$ cat config.mk
export PLATFORM = sky130hd
export DESIGN_NAME = icache_req_arbiter
export DESIGN_NICKNAME = d
export VERILOG_FILES = /design/src/rtl/icache_req_arbiter.sv
export SDC_FILE = /design/constraint.sdc
export NUM_CORES = 1
export LEC_CHECK = 0
export CORE_AREA = 2 2 232 234
export DETAILED_ROUTE_END_ITERATION = 6
export DIE_AREA = 0 0 234 236
export GPL_TIMING_DRIVEN = 0
export PLACE_DENSITY = 0.47
export SLEW_MARGIN = 0
export SYNTH_ARGS = -nofsm -noshare
export SYNTH_HDL_FRONTEND = slang
export SYNTH_SLANG_ARGS = --single-unit
$ cat constraint.sdc
create_clock -name clk_i -period 4.1 [get_ports clk_i]
set_clock_uncertainty 0.1 [all_clocks]
set_input_delay 0.615 -clock clk_i [delete_from_list [all_inputs] [get_ports clk_i]]
set_output_delay 0.615 -clock clk_i [all_outputs]
set_load 0.1 [all_outputs]
$ cat src/rtl/icache_req_arbiter.sv
// +----------------------------------------------------------------------------+
// | Module   : icache_req_arbiter                                              |
// | Purpose  : Shares one i-cache request/response channel between the demand  |
// |            fetch port and a next-line prefetch port. Requests are issued   |
// |            in grant order; an owner FIFO steers the in-order responses     |
// |            back to the port that issued them. A front-end flush discards   |
// |            every outstanding response.                                     |
// | Options  : ICACHE_ARB_PREFETCH_EN - when defined the prefetch port is live |
// |            (starvation counter, LOCK_P state, owner bit in the FIFO).      |
// |            When undefined the prefetch port is inert and the block is a    |
// |            plain pass-through for fetch.                                   |
// | Revision : 1.0 - initial release                                           |
// +----------------------------------------------------------------------------+
`default_nettype none

module icache_req_arbiter #(
  parameter int XLEN       = 64,
  parameter int DATA_W     = 128,
  parameter int MAX_OUT    = 4,
  parameter int STARVE_MAX = 8
) (
  input  logic              clk_i,
  input  logic              rst_n_i,
  input  logic              flush_i,
  // fetch port
  input  logic [XLEN-1:0]   f_addr_i,
  input  logic              f_addr_valid_i,
  output logic              f_addr_ready_o,
  output logic [DATA_W-1:0] f_data_o,
  output logic              f_data_valid_o,
  input  logic              f_data_ready_i,
  // prefetch port
  input  logic [XLEN-1:0]   p_addr_i,
  input  logic              p_addr_valid_i,
  output logic              p_addr_ready_o,
  output logic [DATA_W-1:0] p_data_o,
  output logic              p_data_valid_o,
  input  logic              p_data_ready_i,
  // i-cache channel
  output logic [XLEN-1:0]   addr_o,
  output logic              addr_valid_o,
  input  logic              addr_ready_i,
  input  logic [DATA_W-1:0] data_i,
  input  logic              data_valid_i,
  output logic              data_ready_o
);

  localparam int c_PTR_W = (MAX_OUT > 1) ? $clog2(MAX_OUT) : 1;
  localparam int c_CNT_W = $clog2(MAX_OUT + 1);

  localparam logic [1:0] c_IDLE   = 2'd0;
  localparam logic [1:0] c_LOCK_F = 2'd1;
`ifdef ICACHE_ARB_PREFETCH_EN
  localparam logic [1:0] c_LOCK_P = 2'd2;
  localparam int         c_STV_W  = $clog2(STARVE_MAX + 1);
`endif

  // Grant lock state and the address held while a request is stalled
  logic [1:0]         r_state;
  logic [1:0]         w_state_nxt;
  logic [XLEN-1:0]    r_lock_addr;

  // Owner FIFO bookkeeping
  logic [c_CNT_W-1:0] r_count;
  logic [c_PTR_W-1:0] r_wr_ptr;
  logic [c_PTR_W-1:0] r_rd_ptr;
  logic [MAX_OUT-1:0] r_drop;
`ifdef ICACHE_ARB_PREFETCH_EN
  logic [MAX_OUT-1:0] r_owner;      // 1 = prefetch issued this entry
  logic [c_STV_W-1:0] r_starve;
`endif

  logic               w_full;
  logic               w_empty;
  logic               w_sel_f;
  logic               w_sel_p;
  logic               w_addr_valid;
  logic [XLEN-1:0]    w_req_addr;
  logic               w_push;
  logic               w_pop;
  logic               w_head_drop;
  logic               w_head_owner;
  logic               w_fwd;

  function automatic logic [c_PTR_W-1:0] f_ptr_inc(input logic [c_PTR_W-1:0] p);
    return (p == c_PTR_W'(MAX_OUT - 1)) ? '0 : p + c_PTR_W'(1);
  endfunction

  assign w_full  = (r_count == c_CNT_W'(MAX_OUT));
  assign w_empty = (r_count == '0);

  // Lock state register
  always_ff @(posedge clk_i or negedge rst_n_i) begin
    if (!rst_n_i) begin
      r_state <= c_IDLE;
    end else begin
      r_state <= w_state_nxt;
    end
  end

  // Next-state: lock when an offered request is stalled, release on accept or flush
  always_comb begin
    w_state_nxt = r_state;
    case (r_state)
      c_IDLE: begin
        if (w_addr_valid && !addr_ready_i) begin
`ifdef ICACHE_ARB_PREFETCH_EN
          w_state_nxt = w_sel_p ? c_LOCK_P : c_LOCK_F;
`else
          w_state_nxt = c_LOCK_F;
`endif
        end
      end
      c_LOCK_F: begin
        if (addr_ready_i || flush_i) w_state_nxt = c_IDLE;
      end
`ifdef ICACHE_ARB_PREFETCH_EN
      c_LOCK_P: begin
        if (addr_ready_i || flush_i) w_state_nxt = c_IDLE;
      end
`endif
      default: w_state_nxt = c_IDLE;
    endcase
  end

  // Grant selection and request outputs; a held grant ignores arbitration
  always_comb begin
    w_sel_f = 1'b0;
    w_sel_p = 1'b0;
    case (r_state)
      c_LOCK_F: w_sel_f = 1'b1;
`ifdef ICACHE_ARB_PREFETCH_EN
      c_LOCK_P: w_sel_p = 1'b1;
`endif
      default: begin
`ifdef ICACHE_ARB_PREFETCH_EN
        // Prefetch wins only when fetch is idle or prefetch has starved
        if (p_addr_valid_i && (!f_addr_valid_i || r_starve == c_STV_W'(STARVE_MAX))) begin
          w_sel_p = 1'b1;
        end else begin
          w_sel_f = f_addr_valid_i;
        end
`else
        w_sel_f = f_addr_valid_i;
`endif
      end
    endcase
    w_addr_valid = (w_sel_f | w_sel_p) & ~w_full & ~flush_i & rst_n_i;
    if (r_state != c_IDLE) begin
      w_req_addr = r_lock_addr;
    end else if (w_sel_p) begin
      w_req_addr = p_addr_i;
    end else begin
      w_req_addr = f_addr_i;
    end
  end

  assign addr_o         = w_req_addr;
  assign addr_valid_o   = w_addr_valid;
  assign f_addr_ready_o = w_sel_f & w_addr_valid & addr_ready_i;
  assign w_push         = w_addr_valid & addr_ready_i;

`ifdef ICACHE_ARB_PREFETCH_EN
  assign p_addr_ready_o = w_sel_p & w_addr_valid & addr_ready_i;
  assign w_head_owner   = r_owner[r_rd_ptr];
`else
  logic w_unused_pf;
  assign p_addr_ready_o = 1'b0;
  assign w_head_owner   = 1'b0;
  assign w_unused_pf    = ^{p_addr_i, p_addr_valid_i, p_data_ready_i};
`endif

  // Response steering: the FIFO head names the destination, dropped entries are swallowed
  assign w_head_drop    = r_drop[r_rd_ptr];
  assign w_fwd          = data_valid_i & ~w_empty & ~w_head_drop & ~flush_i;
  assign f_data_o       = data_i;
  assign p_data_o       = data_i;
  assign f_data_valid_o = w_fwd & ~w_head_owner;
`ifdef ICACHE_ARB_PREFETCH_EN
  assign p_data_valid_o = w_fwd & w_head_owner;
  assign data_ready_o   = w_empty | w_head_drop | flush_i |
                          (w_head_owner ? p_data_ready_i : f_data_ready_i);
`else
  assign p_data_valid_o = 1'b0;
  assign data_ready_o   = w_empty | w_head_drop | flush_i | f_data_ready_i;
`endif
  assign w_pop          = data_valid_i & data_ready_o & ~w_empty;

  // Capture the address of a stalled request so it stays put until accepted
  always_ff @(posedge clk_i or negedge rst_n_i) begin
    if (!rst_n_i) begin
      r_lock_addr <= '0;
    end else if (r_state == c_IDLE && w_addr_valid && !addr_ready_i) begin
      r_lock_addr <= w_req_addr;
    end
  end

  // Owner FIFO: push on cache accept, pop on response handshake, flush marks all dropped
  always_ff @(posedge clk_i or negedge rst_n_i) begin
    if (!rst_n_i) begin
      r_count  <= '0;
      r_wr_ptr <= '0;
      r_rd_ptr <= '0;
      r_drop   <= '0;
`ifdef ICACHE_ARB_PREFETCH_EN
      r_owner  <= '0;
`endif
    end else begin
      if (w_push) begin
        r_drop[r_wr_ptr]  <= 1'b0;
`ifdef ICACHE_ARB_PREFETCH_EN
        r_owner[r_wr_ptr] <= w_sel_p;
`endif
        r_wr_ptr <= f_ptr_inc(r_wr_ptr);
      end
      if (w_pop) begin
        r_rd_ptr <= f_ptr_inc(r_rd_ptr);
      end
      // No push can coincide with a flush, so marking every slot is safe
      if (flush_i) begin
        r_drop <= '1;
      end
      r_count <= r_count + c_CNT_W'(w_push) - c_CNT_W'(w_pop);
    end
  end

`ifdef ICACHE_ARB_PREFETCH_EN
  // Starvation counter: counts cycles prefetch waits without being offered to the cache
  always_ff @(posedge clk_i or negedge rst_n_i) begin
    if (!rst_n_i) begin
      r_starve <= '0;
    end else if (flush_i || p_addr_ready_o) begin
      r_starve <= '0;
    end else if (p_addr_valid_i && !(w_sel_p && w_addr_valid) &&
                 r_starve != c_STV_W'(STARVE_MAX)) begin
      r_starve <= r_starve + c_STV_W'(1);
    end
  end
`endif

endmodule

`default_nettype wire

==> results by group, run 1 <==
Worst setup path
  – Critical-path top delay cell: clkdlybuf4s50_1
  – Worst path max stage delay: 1.15 ns
  – CP Capture Type: primary output
  – Beginning of the critical path: r_state[0]
  – WP buf/inv: 3
  – Reg-to-Reg End: r_count[2]
  – CP Cell Sequence: clkbuf_2 > buf_2 > mux2_2 > clkdlybuf4s50_1
  – Worst EP required: 3.38 ns
  – Startpoint Class: flop
  – Crit-path max FO: 10
  – Register-to-register setup slack: 1.46 ns
  – CP Class: reg2out
  – Worst R2R Path Depth: 9
  – Arrival @ worst endpoint: 3.05 ns
  – Largest delay contributor family on the critical path: buffers and inverters
  – R2R Path Start: r_count[2]

Placed design
  – Final HPWL DP: between 15,000 and 20,000 µm
  – Placed Instance Area: 10,900 µm²
  – Total placed cells including tap cells: 1,623
  – Gpl congestion: ~0.69
  – I/O Buffers: 393

Power
  – Leakage: ~4.8 nW
  – Internal power: about 2.7 mW
  – Tot Pwr: 5.09 mW
  – Comb power frac: between 50 and 60%
  – Maximum VDD drop: 0.196 mV
  – Clk pwr share: 18.1%
  – Net Switching: 2.43 mW
  – Power Density: 452 nW/µm²
  – Sequential share of power: ~25%
  – Sw Ratio: 47.7%

Layout
  – Share of layout cells above drive strength 1: 45.1%
  – Final std cells w/o fill: 1,639
  – Nets@finish: 1,211
  – Area delta synth->final: 84.6%
  – Finished Cell Area: between 10,000 and 15,000 µm²
  – Diodes inserted: 0

Min path
  – Worst hold path type: in2async

Status
  – Status: finished clean

Timing
  – Max-slew violations: 0
  – Tmin final: between 3 and 4 ns
  – Finish-stage setup viols: 0
  – Tcrit/Tclk final: 91.7%
  – WHS: 0.111 ns
  – Worst Max-Slew Pin Slew: 1.02 ns
  – RSZ-0062 raised after global routing: no
  – Setup_tns: 0 ns
  – Final hold viol count: 0
  – FMAX: 0.266 GHz
  – Rel. slew slack: 31.9%

Yosys
  – Register area share after synthesis: 31.2%
  – Synthesized area: 6100 µm²
  – Count leader, synth: buf_4
  – Cell count after synthesis: 532
  – Post-synth top area share: a little under a third
  – Mapped Avg Cell Area: 11.5 µm²
  – #FFs+latches synth: 76
  – Area contributors post-synth: buf_4 (32%), dfrtp_1 (31%), mux2_4 (15%), mux2_2 (13%), buf_12 (2.0%)
  – Number of synthesized flops with an enable pin: 0
  – Top_reg_cell synth: dfrtp_1
  – Area leader, netlist: buf_4
  – Post-synth ARST share: 100%
  – Netlist cell types: 32
  – Synth cell count leaders: buf_4 (258), dfrtp_1 (76), mux2_2 (69)
  – Synth warn: 0

Clocking
  – Clock buffer depth: 2
  – CTS Buf Count: 9
  – CTS sink count: 76
  – Clk_lat worst skew: 0.37 ns
  – CTS tree: yes
  – Clock slew at reported path FFs: 0.07 ns
  – CTS root buf: clkbuf_16
  – CTS H-Tree Depth: 3

Detailed routing
  – DRC: 0
  – 1st-iter DRT viols: 94
  – DR vias: around 4.8k
  – TritonRoute pass-1 iters: 4
  – Final ANT Viol Nets: 0
  – Total Wirelength: 20,300 µm
  – DR vias/cell: 2.91
  – Routed wire per std cell: 12.4 µm

Job
  – Max_cap viols: 0

Floorplanning
  – Die width: between 200 and 250 µm
  – IO Count: 591
  – Chip height: around 240 µm
  – Core ar.: between 50,000 and 60,000 µm²
  – Std-Cell Rows: 85
  – Die ar.: 55,200 µm²
  – Initial core utilization: approximately 11%

Global routing
  – Antenna violations before repair: 0
  – Grt ovf: 0
  – Pin count of the biggest net entering global routing: 44
  – GRT Util Overall: 7.12%
  – Vias in the first global route: a little under 5k
  – First-pass GRT wire length: ~29,000 µm
-- per-stage QoR --
stage,setup WS (ns),util [%]
after floorplan,0.380,-
after global placement,-2.90,20.6
after detailed placement,-0.0164,20.6
after CTS,0.115,21.2
after global routing,0.0705,21.2
final,0.339,21.2
-- kinds of logic (layout without fill, tap and decap cells) --
family | count (synthesis) | after routing | share of synthesized area, %
AOI/OAI and AO/OA | 10 | 10 | 1.05
adders and majority gates | 8 | 8 | 1.76
buffers and inverters | 280 | 690 | 35.0
and+or+nand+nor | 23 | 23 | 2.44
muxes | 132 | 132 | 28.2
other | 1 | 2 | 0.0615
DFF | 76 | 76 | 31.2
xor gates and xnor gates | 2 | 2 | 0.287
-- power by group through the flow --
stage          Combinational [mW]  Sequential [mW]  Clock, mW
6_report                     2.90             1.27      0.920
2_1_floorplan                2.43             1.22          0
4_1_cts                      2.94             1.27      0.991
3_5_place_dp                 2.93             1.27          0
5_1_grt                      3.03             1.31       1.01
3_3_place_gp                 2.91             1.27          0
-- routing by layer --
| layer | vias up | global-route usage (%) | routed length (µm) |
|---|---|---|---|
| met1 | 2217 | 7.78 | 8020 |
| met4 | 0 | 2.38 | 261 |
| met3 | 12 | 2.55 | 1590 |
| li1 | 2307 | - | - |
| met2 | 226 | 12.6 | 10500 |
| met5 | - | 0 | 0 |
-- how the worst max path moves through the flow --
stage                                end  slack, ns  cells after the start
final                         addr_o[32]       0.34                      4
after CTS                     addr_o[32]       0.11                      4
after floorplan           f_data_valid_o       0.38                      2
after global placement    f_addr_ready_o      -2.90                      4
after detailed placement  f_addr_ready_o      -0.02                      5
after global routing          addr_o[32]       0.07                      4
-- layout by cell type, fill, tap and decap left out, drive strengths merged, types with 2 or more instances in the layout --
master and instances:
nor2 4, clkbuf 12, inv 7, o21ai 3, bufinv 2, nand3 2
ha 7, clkdlybuf4s50 391, nand2 6, dfrtp 76, mux2 129, a21o 4
mux2i 2, nor3 3, clkinvlp 2, nor3b 2, conb 2, buf 273
nand2b 2, xnor2 2, clkinv 2
-- layout make-up --
cell class / instances / area (µm²)
fillers: 5714 / 41800
repair buffers: 394 / 3960
plain buffers: 273 / 2110
multi-input cells: 177 / 2070
flip-flops and latches: 76 / 1900
well taps: 696 / 871
clock buffers: 10 / 229
clock inverters: 6 / 88.8
inverters: 7 / 26.3
-- repair_timing --
action                                  CTS  global route
setup buffers                             0             0
endpoints found under the setup margin   59             0
gates resized for setup                   3             0
endpoints found under the hold margin     0             0
hold buffers                              0             0
-- flip-flops by register name, summed over array words and instances, names as in the netlist --
signal / cells
r_wr_ptr: 2
r_count: 3
r_lock_addr: 64
r_state: 1
r_rd_ptr: 2
r_drop: 4
Power figures use the tool's default switching activity.
==> inputs of run 2 (changes only) <==
- DONT_BUFFER_PORTS: default -> 1
- PLACE_DENSITY: 0.47 -> 0.33
- TNS_END_PERCENT: default -> 50
==> results by group, run 2 (synthesis gave the netlist of run 1 again) <==
Clocking
  – Post-CTS resize count: 0
  – CTS H-Tree Depth: 3
  – CTS sink count: 76
  – Clock slew at reported path FFs: 0.07 ns
  – Clock buffer depth: 2
  – CTS root buf: clkbuf_16
  – CTS tree: yes
  – Post-CTS Setup Inserts: 0
  – Clk_lat worst skew: 0.36 ns
  – # hold bufs at CTS: 1
  – CTS Buf Count: 9

Timing
  – Worst Max-Slew Pin Slew: approximately 1.1 ns
  – Finish-stage setup viols: 0
  – Tcrit/Tclk final: a little under nine tenths
  – FMAX: roughly 0.28 GHz
  – Final hold viol count: 0
  – Rel. slew slack: 24.1%
  – WHS: 0.0660 ns
  – Setup_tns: 0 ns
  – Tmin final: 3.53 ns
  – RSZ-0062 raised after global routing: no
  – Max-slew violations: 0

Layout
  – Nets@finish: 823
  – FF+latch area: ~1900 µm²
  – Commonest cells after routing, fill and taps aside: buf_4 (258), dfrtp_1 (76), mux2_2 (69)
  – Max reg flops: 64
  – Multi-input gate area in the final layout: between 2000 and 2500 µm²
  – Largest regs: r_lock_addr (64), r_drop (4), r_count (3)
  – Most common cell after layout, fill and taps aside: buf_4
  – Largest Register: r_lock_addr
  – FILL cells: 5,942
  – Final core occ: 14.0%
  – Area delta synth->final: 21.5%
  – Share of layout cells above drive strength 1: 77.0%

Global routing
  – GRT Util Overall: 5.89%
  – First-pass GRT wire length: roughly 23,000 µm
  – Vias in the first global route: 3,406
  – Antenna violations before repair: 0
  – Pin count of the biggest net entering global routing: 77
  – Grt ovf: 0

Worst setup path
  – Reg-to-Reg End: r_count[2]
  – R2R Path Start: r_count[2]
  – Worst R2R Path Depth: 9
  – CP Cell Sequence: clkbuf_1 > buf_2 > mux2_2
  – Crit-path max FO: 11
  – CP Capture Type: primary output
  – Largest delay contributor family on the critical path: buffers and inverters
  – Crit path depth: 3
  – Startpoint Class: flop
  – Beginning of the critical path: r_state[0]
  – Worst setup path end: addr_o[47]
  – WP buf/inv: 2
  – Critical-path top delay cell: clkbuf_1
  – Worst EP required: ~3.4 ns
  – Worst path max stage delay: 0.87 ns
  – CP Class: reg2out
  – Arrival @ worst endpoint: 2.81 ns
  – Register-to-register setup slack: between 1 and 1.5 ns

Min path
  – Worst hold path type: in2async

Detailed routing
  – DR vias: 3,431
  – DRC: 0
  – Total Wirelength: approximately 17,000 µm
  – 1st-iter DRT viols: 120
  – Final ANT Viol Nets: 0
  – Routed wire per std cell: 13.4 µm
  – TritonRoute pass-1 iters: 4
  – DR vias/cell: 2.74

Placed design
  – Gpl congestion: 0.673
  – Final HPWL DP: 12,600 µm
  – I/O Buffers: 0

Floorplanning
  – Die ar.: 55,200 µm²
  – Initial core utilization: 11.5%
  – IO Count: 591
  – Std-Cell Rows: 85
  – Die width: around 230 µm
  – Chip height: 236 µm
  – Core ar.: about 53,000 µm²

Status
  – Status: finished clean

Power
  – Power Density: approximately 630 nW/µm²
  – Tot Pwr: 4.67 mW
  – Maximum VDD drop: 0.203 mV
  – Leakage: 3.27 nW

Job
  – Max_cap viols: 0
run 2: cell count changes in the layout (fill, tap and decap cells not counted), sizes merged:
cell | before | now
buf | 273 | 277
bufinv | 2 | 1
clkdlybuf4s50 | 391 | 0
clkinvlp | 2 | 1
diode | 0 | 1
dlygate4sd2 | 1 | 0
run 2: power breakdown:
part	internal, mW	total [mW]	switching (mW)
clock	0.481	0.841	0.359
sequential	1.08	1.27	0.190
combinational	0.713	2.56	1.85
run 2: cell type report:
class                      instances  area share (%)
buffer                           273            28.5
multi-input combinational        177            28.1
sequential                        76            25.6
tap                              696            11.7
clock buffer                      10            3.22
timing repair buffer               6            1.69
clock inverter                     4           0.692
inverter                           7           0.354
antenna                            1          0.0337
run 2: worst reg2reg max path: cells and delay by family (launching register included):
| kind | cells | cell delay [ns] |
|---|---|---|
| xor+xnor | 2 | 0.26 |
| fa+ha+maj | 3 | 0.85 |
| flops | 1 | 0.42 |
| simple gates | 2 | 0.74 |
| buf+inv | 2 | 0.13 |
run 2: how the worst min path moves through the flow:
stage,end,slack (ns),cells after the start
floorplan,r_count[0],0.22,0
global placement,r_lock_addr[60],0.22,0
detailed placement,r_lock_addr[0],0.22,0
CTS,r_lock_addr[8],0.05,1
global route,r_lock_addr[7],0.07,1
finish,r_lock_addr[7],0.07,1
run 2: through the flow:
step | instance area (µm²) | std cells | setup slack [ns]
detailed placement | 7090 | 1234 | 0.719
finish | 7410 | 1250 | 0.571
global route | 7410 | 1249 | 0.253
CTS | 7410 | 1249 | 0.289
global placement | 6990 | 1229 | 0.206
floorplan | 6110 | 533 | 0.380
run 2: layer usage:
layer | track usage, % | up-vias | wire length [µm]
li1 | - | 1534 | -
met1 | 7.21 | 1664 | 6850
met2 | 9.10 | 215 | 8080
met3 | 2.01 | 18 | 1410
met4 | 2.97 | 0 | 393
met5 | 0 | - | 0
